`config.mk`:
```
export PLATFORM = sky130hd
export DESIGN_NAME = posit_divsqrt_ctrl
export DESIGN_NICKNAME = d
export VERILOG_FILES = /design/src/rtl/posit_pkg.sv /design/src/rtl/posit_divsqrt_slot_table.sv /design/src/rtl/posit_divsqrt_ctrl.sv
export SDC_FILE = /design/constraint.sdc
export NUM_CORES = 1
export LEC_CHECK = 0
export BUFFER_PORTS_ARGS = -buffer_cell sky130_fd_sc_hd__buf_2
export CAP_MARGIN = 15
export CORE_UTILIZATION = 38
export DETAILED_ROUTE_END_ITERATION = 7
export PLACE_DENSITY = 0.79
export SETUP_SLACK_MARGIN = 0.4
export SLEW_MARGIN = 0
export SYNTH_ARGS = -nofsm -noshare
export SYNTH_HDL_FRONTEND = slang
export SYNTH_SLANG_ARGS = --single-unit
```
`constraint.sdc`:
```
create_clock -name clk_i -period 1.7 [get_ports clk_i]
set_input_delay 0.17 -clock clk_i [delete_from_list [all_inputs] [get_ports clk_i]]
set_output_delay 0.17 -clock clk_i [all_outputs]
set_load 0.05 [all_outputs]
```
`src/rtl/posit_pkg.sv`:
```
// posit_pkg: posit formats, div/sqrt operation types, status flags and controller slot types
package posit_pkg;
  typedef enum logic [1:0] {POSIT16, POSIT8, POSIT32} posit_format_e;
  typedef enum logic {DIV, SQRT} operation_e;
  typedef enum logic [2:0] {RNE, RTZ, RDN, RUP, RMM} roundmode_e;
  typedef struct packed {
    logic nv;
    logic dz;
    logic of;
    logic uf;
    logic nx;
  } status_t;
  localparam int unsigned CTRL_SLOTS = 2;
  localparam int unsigned CTRL_TAG_W = 5;
  typedef struct packed {
    logic                  vld;
    logic [CTRL_TAG_W-1:0] tag;
  } ctrl_slot_t;
  localparam status_t STATUS_NV = '{nv: 1'b1, default: 1'b0};
  function automatic int unsigned posit_width(posit_format_e f);
    return f == POSIT8 ? 32'd8 : f == POSIT32 ? 32'd32 : 32'd16;
  endfunction
  function automatic logic [31:0] posit_nar(posit_format_e f);
    return 32'd1 << (posit_width(f) - 32'd1);
  endfunction
endpackage

```
`src/rtl/posit_divsqrt_slot_table.sv`:
```
// posit_divsqrt_slot_table: 2-entry in-flight core-tag table with issue and return pointers
module posit_divsqrt_slot_table import posit_pkg::*; #(
  parameter int unsigned TAG_W = 5
) (
  input  logic                             clk,
  input  logic                             rst_n,
  input  logic                             set,
  input  logic [TAG_W-1:0]                 set_tag,
  input  logic                             clr,
  input  logic                             clr_idx,
  input  logic                             kill,
  output logic [CTRL_SLOTS-1:0]            vld,
  output logic [CTRL_SLOTS-1:0]            vld_nxt,
  output logic [CTRL_SLOTS-1:0][TAG_W-1:0] tags,
  output logic                             iss_ptr,
  output logic                             ret_ptr
);
  always_comb vld_nxt = kill ? '0 : (vld & ~(clr ? CTRL_SLOTS'(1) << clr_idx : '0)) | (set ? CTRL_SLOTS'(1) << iss_ptr : '0);
  always_ff @(posedge clk or negedge rst_n)
    if (!rst_n) begin
      vld     <= '0;
      tags    <= '0;
      iss_ptr <= 1'b0;
      ret_ptr <= 1'b0;
    end else begin
      vld     <= vld_nxt;
      if (set) tags[iss_ptr] <= set_tag;
      iss_ptr <= kill ? 1'b0 : iss_ptr ^ set;
      ret_ptr <= kill ? 1'b0 : ret_ptr ^ clr;
    end
endmodule

```
`src/rtl/posit_divsqrt_ctrl.sv`:
```
// posit_divsqrt_ctrl: core-side issue/return controller for the posit div/sqrt unit (watchdog via POSIT_DIVSQRT_TIMEOUT_EN)
module posit_divsqrt_ctrl import posit_pkg::*; #(
  parameter posit_format_e pFormat        = posit_format_e'(0),
  parameter int unsigned   TAG_W          = 5,
  parameter int unsigned   TIMEOUT_CYCLES = 64,
  localparam int unsigned  WIDTH          = posit_width(pFormat)
) (
  input  logic                  clk_i,
  input  logic                  rst_ni,
  input  logic                  req_valid_i,
  output logic                  req_ready_o,
  input  logic [1:0][WIDTH-1:0] req_operands_i,
  input  operation_e            req_op_i,
  input  roundmode_e            req_rnd_mode_i,
  input  logic [TAG_W-1:0]      req_tag_i,
  input  logic                  flush_i,
  output logic                  rsp_valid_o,
  input  logic                  rsp_ready_i,
  output logic [WIDTH-1:0]      rsp_result_o,
  output status_t               rsp_status_o,
  output logic [TAG_W-1:0]      rsp_tag_o,
  output status_t               status_acc_o,
  input  logic                  clr_status_i,
  output logic                  busy_o,
  output logic [1:0][WIDTH-1:0] unit_operands_o,
  output operation_e            unit_op_o,
  output roundmode_e            unit_rnd_mode_o,
  output logic                  unit_tag_o,
  output logic                  unit_in_valid_o,
  input  logic                  unit_in_ready_i,
  output logic                  unit_flush_o,
  input  logic [WIDTH-1:0]      unit_result_i,
  input  status_t               unit_status_i,
  input  logic                  unit_tag_i,
  input  logic                  unit_out_valid_i,
  output logic                  unit_out_ready_o
);
  logic [CTRL_SLOTS-1:0]            vld, vld_nxt;
  logic [CTRL_SLOTS-1:0][TAG_W-1:0] tags;
  logic iss_ptr, ret_ptr, fire, kill, iss_hs, ret_hs, hit, rd_idx, rsp_valid_nxt;
  if (TIMEOUT_CYCLES == 0) begin : g_bad_timeout
    $error("TIMEOUT_CYCLES must be nonzero");
  end
  assign kill             = flush_i | fire;
  assign req_ready_o      = unit_in_ready_i & ~vld[iss_ptr] & ~kill;
  assign unit_in_valid_o  = req_valid_i & ~vld[iss_ptr] & ~kill;
  assign iss_hs           = req_valid_i & req_ready_o;
  assign unit_operands_o  = req_operands_i;
  assign unit_op_o        = req_op_i;
  assign unit_rnd_mode_o  = req_rnd_mode_i;
  assign unit_tag_o       = iss_ptr;
  assign unit_flush_o     = kill;
  assign unit_out_ready_o = ~rsp_valid_o | rsp_ready_i;
  assign ret_hs           = unit_out_valid_i & unit_out_ready_o;
  assign hit              = ret_hs & vld[unit_tag_i] & ~flush_i;
  assign rd_idx           = fire ? ret_ptr : unit_tag_i;
  assign rsp_valid_nxt    = ~flush_i & (hit | fire | (rsp_valid_o & ~rsp_ready_i));
`ifdef POSIT_DIVSQRT_TIMEOUT_EN
  localparam int unsigned CW = $clog2(TIMEOUT_CYCLES + 1);
  logic [CW-1:0] wd_cnt;
  assign fire = (wd_cnt >= CW'(TIMEOUT_CYCLES)) & ~ret_hs & unit_out_ready_o & ~flush_i;
  always_ff @(posedge clk_i or negedge rst_ni)
    if (!rst_ni) wd_cnt <= '0;
    else wd_cnt <= (ret_hs | kill | ~|vld) ? '0 : wd_cnt + CW'(wd_cnt < CW'(TIMEOUT_CYCLES));
`else
  assign fire = 1'b0;
`endif
  posit_divsqrt_slot_table #(.TAG_W(TAG_W)) u_table (
    .clk     (clk_i),
    .rst_n   (rst_ni),
    .set     (iss_hs),
    .set_tag (req_tag_i),
    .clr     (hit),
    .clr_idx (unit_tag_i),
    .kill    (kill),
    .vld     (vld),
    .vld_nxt (vld_nxt),
    .tags    (tags),
    .iss_ptr (iss_ptr),
    .ret_ptr (ret_ptr)
  );
  always_ff @(posedge clk_i or negedge rst_ni)
    if (!rst_ni) begin
      rsp_valid_o  <= 1'b0;
      rsp_result_o <= '0;
      rsp_status_o <= '0;
      rsp_tag_o    <= '0;
      status_acc_o <= '0;
      busy_o       <= 1'b0;
    end else begin
      rsp_valid_o  <= rsp_valid_nxt;
      busy_o       <= |vld_nxt | rsp_valid_nxt;
      if (hit | fire) begin
        rsp_result_o <= fire ? WIDTH'(posit_nar(pFormat)) : unit_result_i;
        rsp_status_o <= fire ? STATUS_NV : unit_status_i;
        rsp_tag_o    <= tags[rd_idx];
      end
      status_acc_o <= status_t'((clr_status_i ? '0 : status_acc_o) | (rsp_valid_o & rsp_ready_i ? rsp_status_o : '0));
    end
endmodule
```
==> impl_metrics.csv <==
group,metric,value,unit
grt,grtUsageTotal,15.0,%
clocking,cts_made_buffers,5,
synth,synth_edf_count,0,
worst_setup_path,end_kind,"flop",
sta,min_period,1600,ps
worst_hold_path,hold_depth,2,
worst_hold_path,min_to,"rsp_result_o[5]$_DFFE_PN0N_",
place,gp_congestion,0.760,
layout,area_delta_synth_final,26.6,%
drt,vias,1421,
worst_setup_path,rrSetupSlack,100,ps
synth,async_reset_ff_share,100,%
synth,syn-num-nets,244,
floorplan,die-area,0.00621,mm2
drt,vias_per_cell,4.78,
sta,hold_viol,0,
place,dp.final_hpwl,3010,um
worst_setup_path,crit_slowest_cell,"dfrtp_2",
grt,grt_start_max_net_pins,25,
layout,diodes,0,
worst_setup_path,slowest_delay,440,ps
grt,grt.overflow.total,0,
place,dp_cells,279,
drt,drtIter0Drc,37,
sta,clock_skew,6.95,ps
worst_setup_path,rr_worst_depth,4,
drt,routed_wl,4450,um
worst_setup_path,path_class,"flop to flop",
floorplan,fp.dieW,78.8,um
synth,ys_seq_elements,46,
worst_hold_path,hold_path_startpoint,"unit_result_i[5]",
layout,finalNetCount,297,
clocking,clock_latency,290,ps
grt,grt_pass1_vias,1449,
sta,fin_crit_sh,94.4,%
worst_setup_path,crit_fanout,7,
layout,final_util,50.6,%
sta,relSlewSlack,64.2,%
worst_setup_path,start_kind,"flop",
drt,ant_nets,0,
clocking,h-tree-depth,2,
floorplan,row_count,27,
synth,synth_cell_types,26,
drt,wl_per_cell,15.0,um
grt,grt_pass1_wl,7160,um
floorplan,pin_count,145,
synth,yosysWarnings,0,
clocking,clk_pin_slew,80,ps
layout,drive_above_1_share,65.8,%
sta,finalSetupViolCount,0,
worst_setup_path,r2r_start,"u_table.iss_ptr$_DFF_PN0_",
layout,fin_area,0.00284,mm2
clocking,cts-root-buf,"clkbuf_8",
sta,grt_setup_unrepaired,"true",
clocking,cts.sinks,46,
synth,netlist_instances,171,
clocking,clockBufferDepth,2,
floorplan,core_area,0.00561,mm2
layout,fin_cells,297,
floorplan,start_util,40.0,%
place,dpl_cell_area,0.00246,mm2
worst_setup_path,worstReg2RegEnd,"u_table.tags[0]$_DFFE_PN0P_",
layout,nFillCells,516,
synth,syn-cell-area,0.00224,mm2
power,ir_worst_vdd,0.000467,V
sta,fin_setup_tns,0,ps
synth,yosysSeqAreaShare,51.3,%
power,p_leak,1.45,nW
clocking,cts_tree,"built",
sta,fmax,623,MHz
place,portBuffers,72,
outcome,status,"finished, final reports clean",
worst_hold_path,hp-class,"primary input to flop",
worst_setup_path,worstPathRequired,1880,ps
run,cap_violations,0,
worst_setup_path,path_cells,"a211oi_2, and3_4, ha_4, mux2_2",
drt,firstDrtPassIters,4,
grt,antenna_found_initial,0,
sta,max_slew.worst_pin.slew,538,ps
floorplan,die_y,78.8,um
synth,synth.avg_cell_area,13.1,um2
sta,slew_violations,0,
synth,ys.flop_type,"dfrtp_1",
power,power_density,1180,mW/mm2
power,total_power,3.34,mW
worst_setup_path,critPathArrivalTime,1780,ps
drt,route.detailed.drc,0,
-- cell type report --
cell class	count	area [um2]	share of cell area, %
well taps	72	90.1	3.17
flip-flops and latches	46	1150	40.6
multi-input cells	79	928	32.7
clock buffers	6	72.6	2.56
repair buffers	84	527	18.6
clock inverters	2	37.5	1.32
inverters	8	30.0	1.06
-- sequential cells by signal, summed over array words and instances (netlist names) --
name             count
rsp_result_o        16
u_table.tags        10
rsp_status_o         5
rsp_tag_o            5
status_acc_o         5
u_table.vld          2
busy_o               1
rsp_valid_o          1
u_table.iss_ptr      1
-- metrics by stage --
step | hold WS (ps) | setup WS (ps)
6_report | 104 | 95.9
5_1_grt | 87.2 | 23.3
4_1_cts | 91.6 | 93.5
3_5_place_dp | 189 | -104
3_3_place_gp | 181 | -59.3
2_1_floorplan | -126 | -136
-- logic make-up (layout without fill, tap and decap cells) --
logic type	after synthesis	in the layout	synth area share [%]
buffers and inverters	49	100	15.1
AO/OA/AOI/OAI	15	15	4.69
adder cells (fa/ha/maj)	2	2	1.12
multiplexers	32	32	18.7
flip-flops	46	46	51.3
AND/OR/NAND/NOR	27	30	9.04
-- power breakdown --
part / total [mW] / switching [mW] / internal, mW
clock network: 0.793 / 0.354 / 0.439
logic: 1.14 / 0.726 / 0.410
registers: 1.41 / 0.113 / 1.29
total: 3.34 / 1.19 / 2.14
-- layout by cell type (no fill, tap or decap), drive strengths merged, types with 2 or more instances in the layout --
| master | instances |
|---|---|
| dfrtp | 46 |
| nor2 | 5 |
| a221o | 5 |
| and3 | 2 |
| clkbuf | 7 |
| inv | 8 |
| nand3 | 5 |
| a211oi | 2 |
| ha | 2 |
| a21oi | 2 |
| buf | 82 |
| mux2 | 32 |
| o21ai | 6 |
| nand2 | 5 |
| and2 | 8 |
-- critical path, delay by kind of cell, from the launching register on --
family	cells	cell delay, ps
AND/OR/NAND/NOR	1	250
adder cells (fa/ha/maj)	1	200
multiplexers	1	340
flip-flops	1	440
AO/OA/AOI/OAI	1	260
-- what timing repair did --
| action | in CTS | in global routing |
|---|---|---|
| buffers inserted | 5 | 1 |
| hold buffers | 1 | 0 |
| gates cloned | 3 | 0 |
| hold endpoints to repair | 23 | 0 |
| resized for setup | 34 | 4 |
| pin swaps | 16 | 5 |
| setup endpoints to repair | 43 | 44 |
-- synth_stat cells (2+ instances only) --
cell	n	area share, %
clkbuf_1	2	0.33
buf_6	2	1.0
buf_4	37	12
mux2_4	16	11
inv_1	8	1.3
o21ai_0	6	1.3
a221o_1	5	2.2
mux2_2	16	8.0
ha_1	2	1.1
nand3_1	5	1.1
nor2_1	4	0.67
dfrtp_1	46	51
a211oi_1	2	0.67
and2_1	7	2.0
a21oi_1	2	0.45
-- metal layers --
layer	wire [um]	vias to the layer above	GRT usage (%)
met2	2140	44	24.7
met5	0	-	0
met1	1990	705	19.5
met4	57	0	5.09
li1	-	654	-
met3	264	18	3.45
-- worst max-delay path by stage --
stage                         startpoint                          end  slack [ps]  cells past startpoint
2_1_floorplan  u_table.iss_ptr$_DFF_PN0_             busy_o$_DFF_PN0_        -140                      8
3_3_place_gp    u_table.vld[0]$_DFF_PN0_             busy_o$_DFF_PN0_         -60                      7
3_5_place_dp    u_table.vld[0]$_DFF_PN0_             busy_o$_DFF_PN0_        -100                      7
4_1_cts        u_table.iss_ptr$_DFF_PN0_  u_table.tags[2]$_DFFE_PN0P_          90                      4
5_1_grt         u_table.vld[0]$_DFF_PN0_             busy_o$_DFF_PN0_          20                      7
6_report       u_table.iss_ptr$_DFF_PN0_  u_table.tags[0]$_DFFE_PN0P_         100                      4
Note: power is estimated with default switching activity, not from simulation.
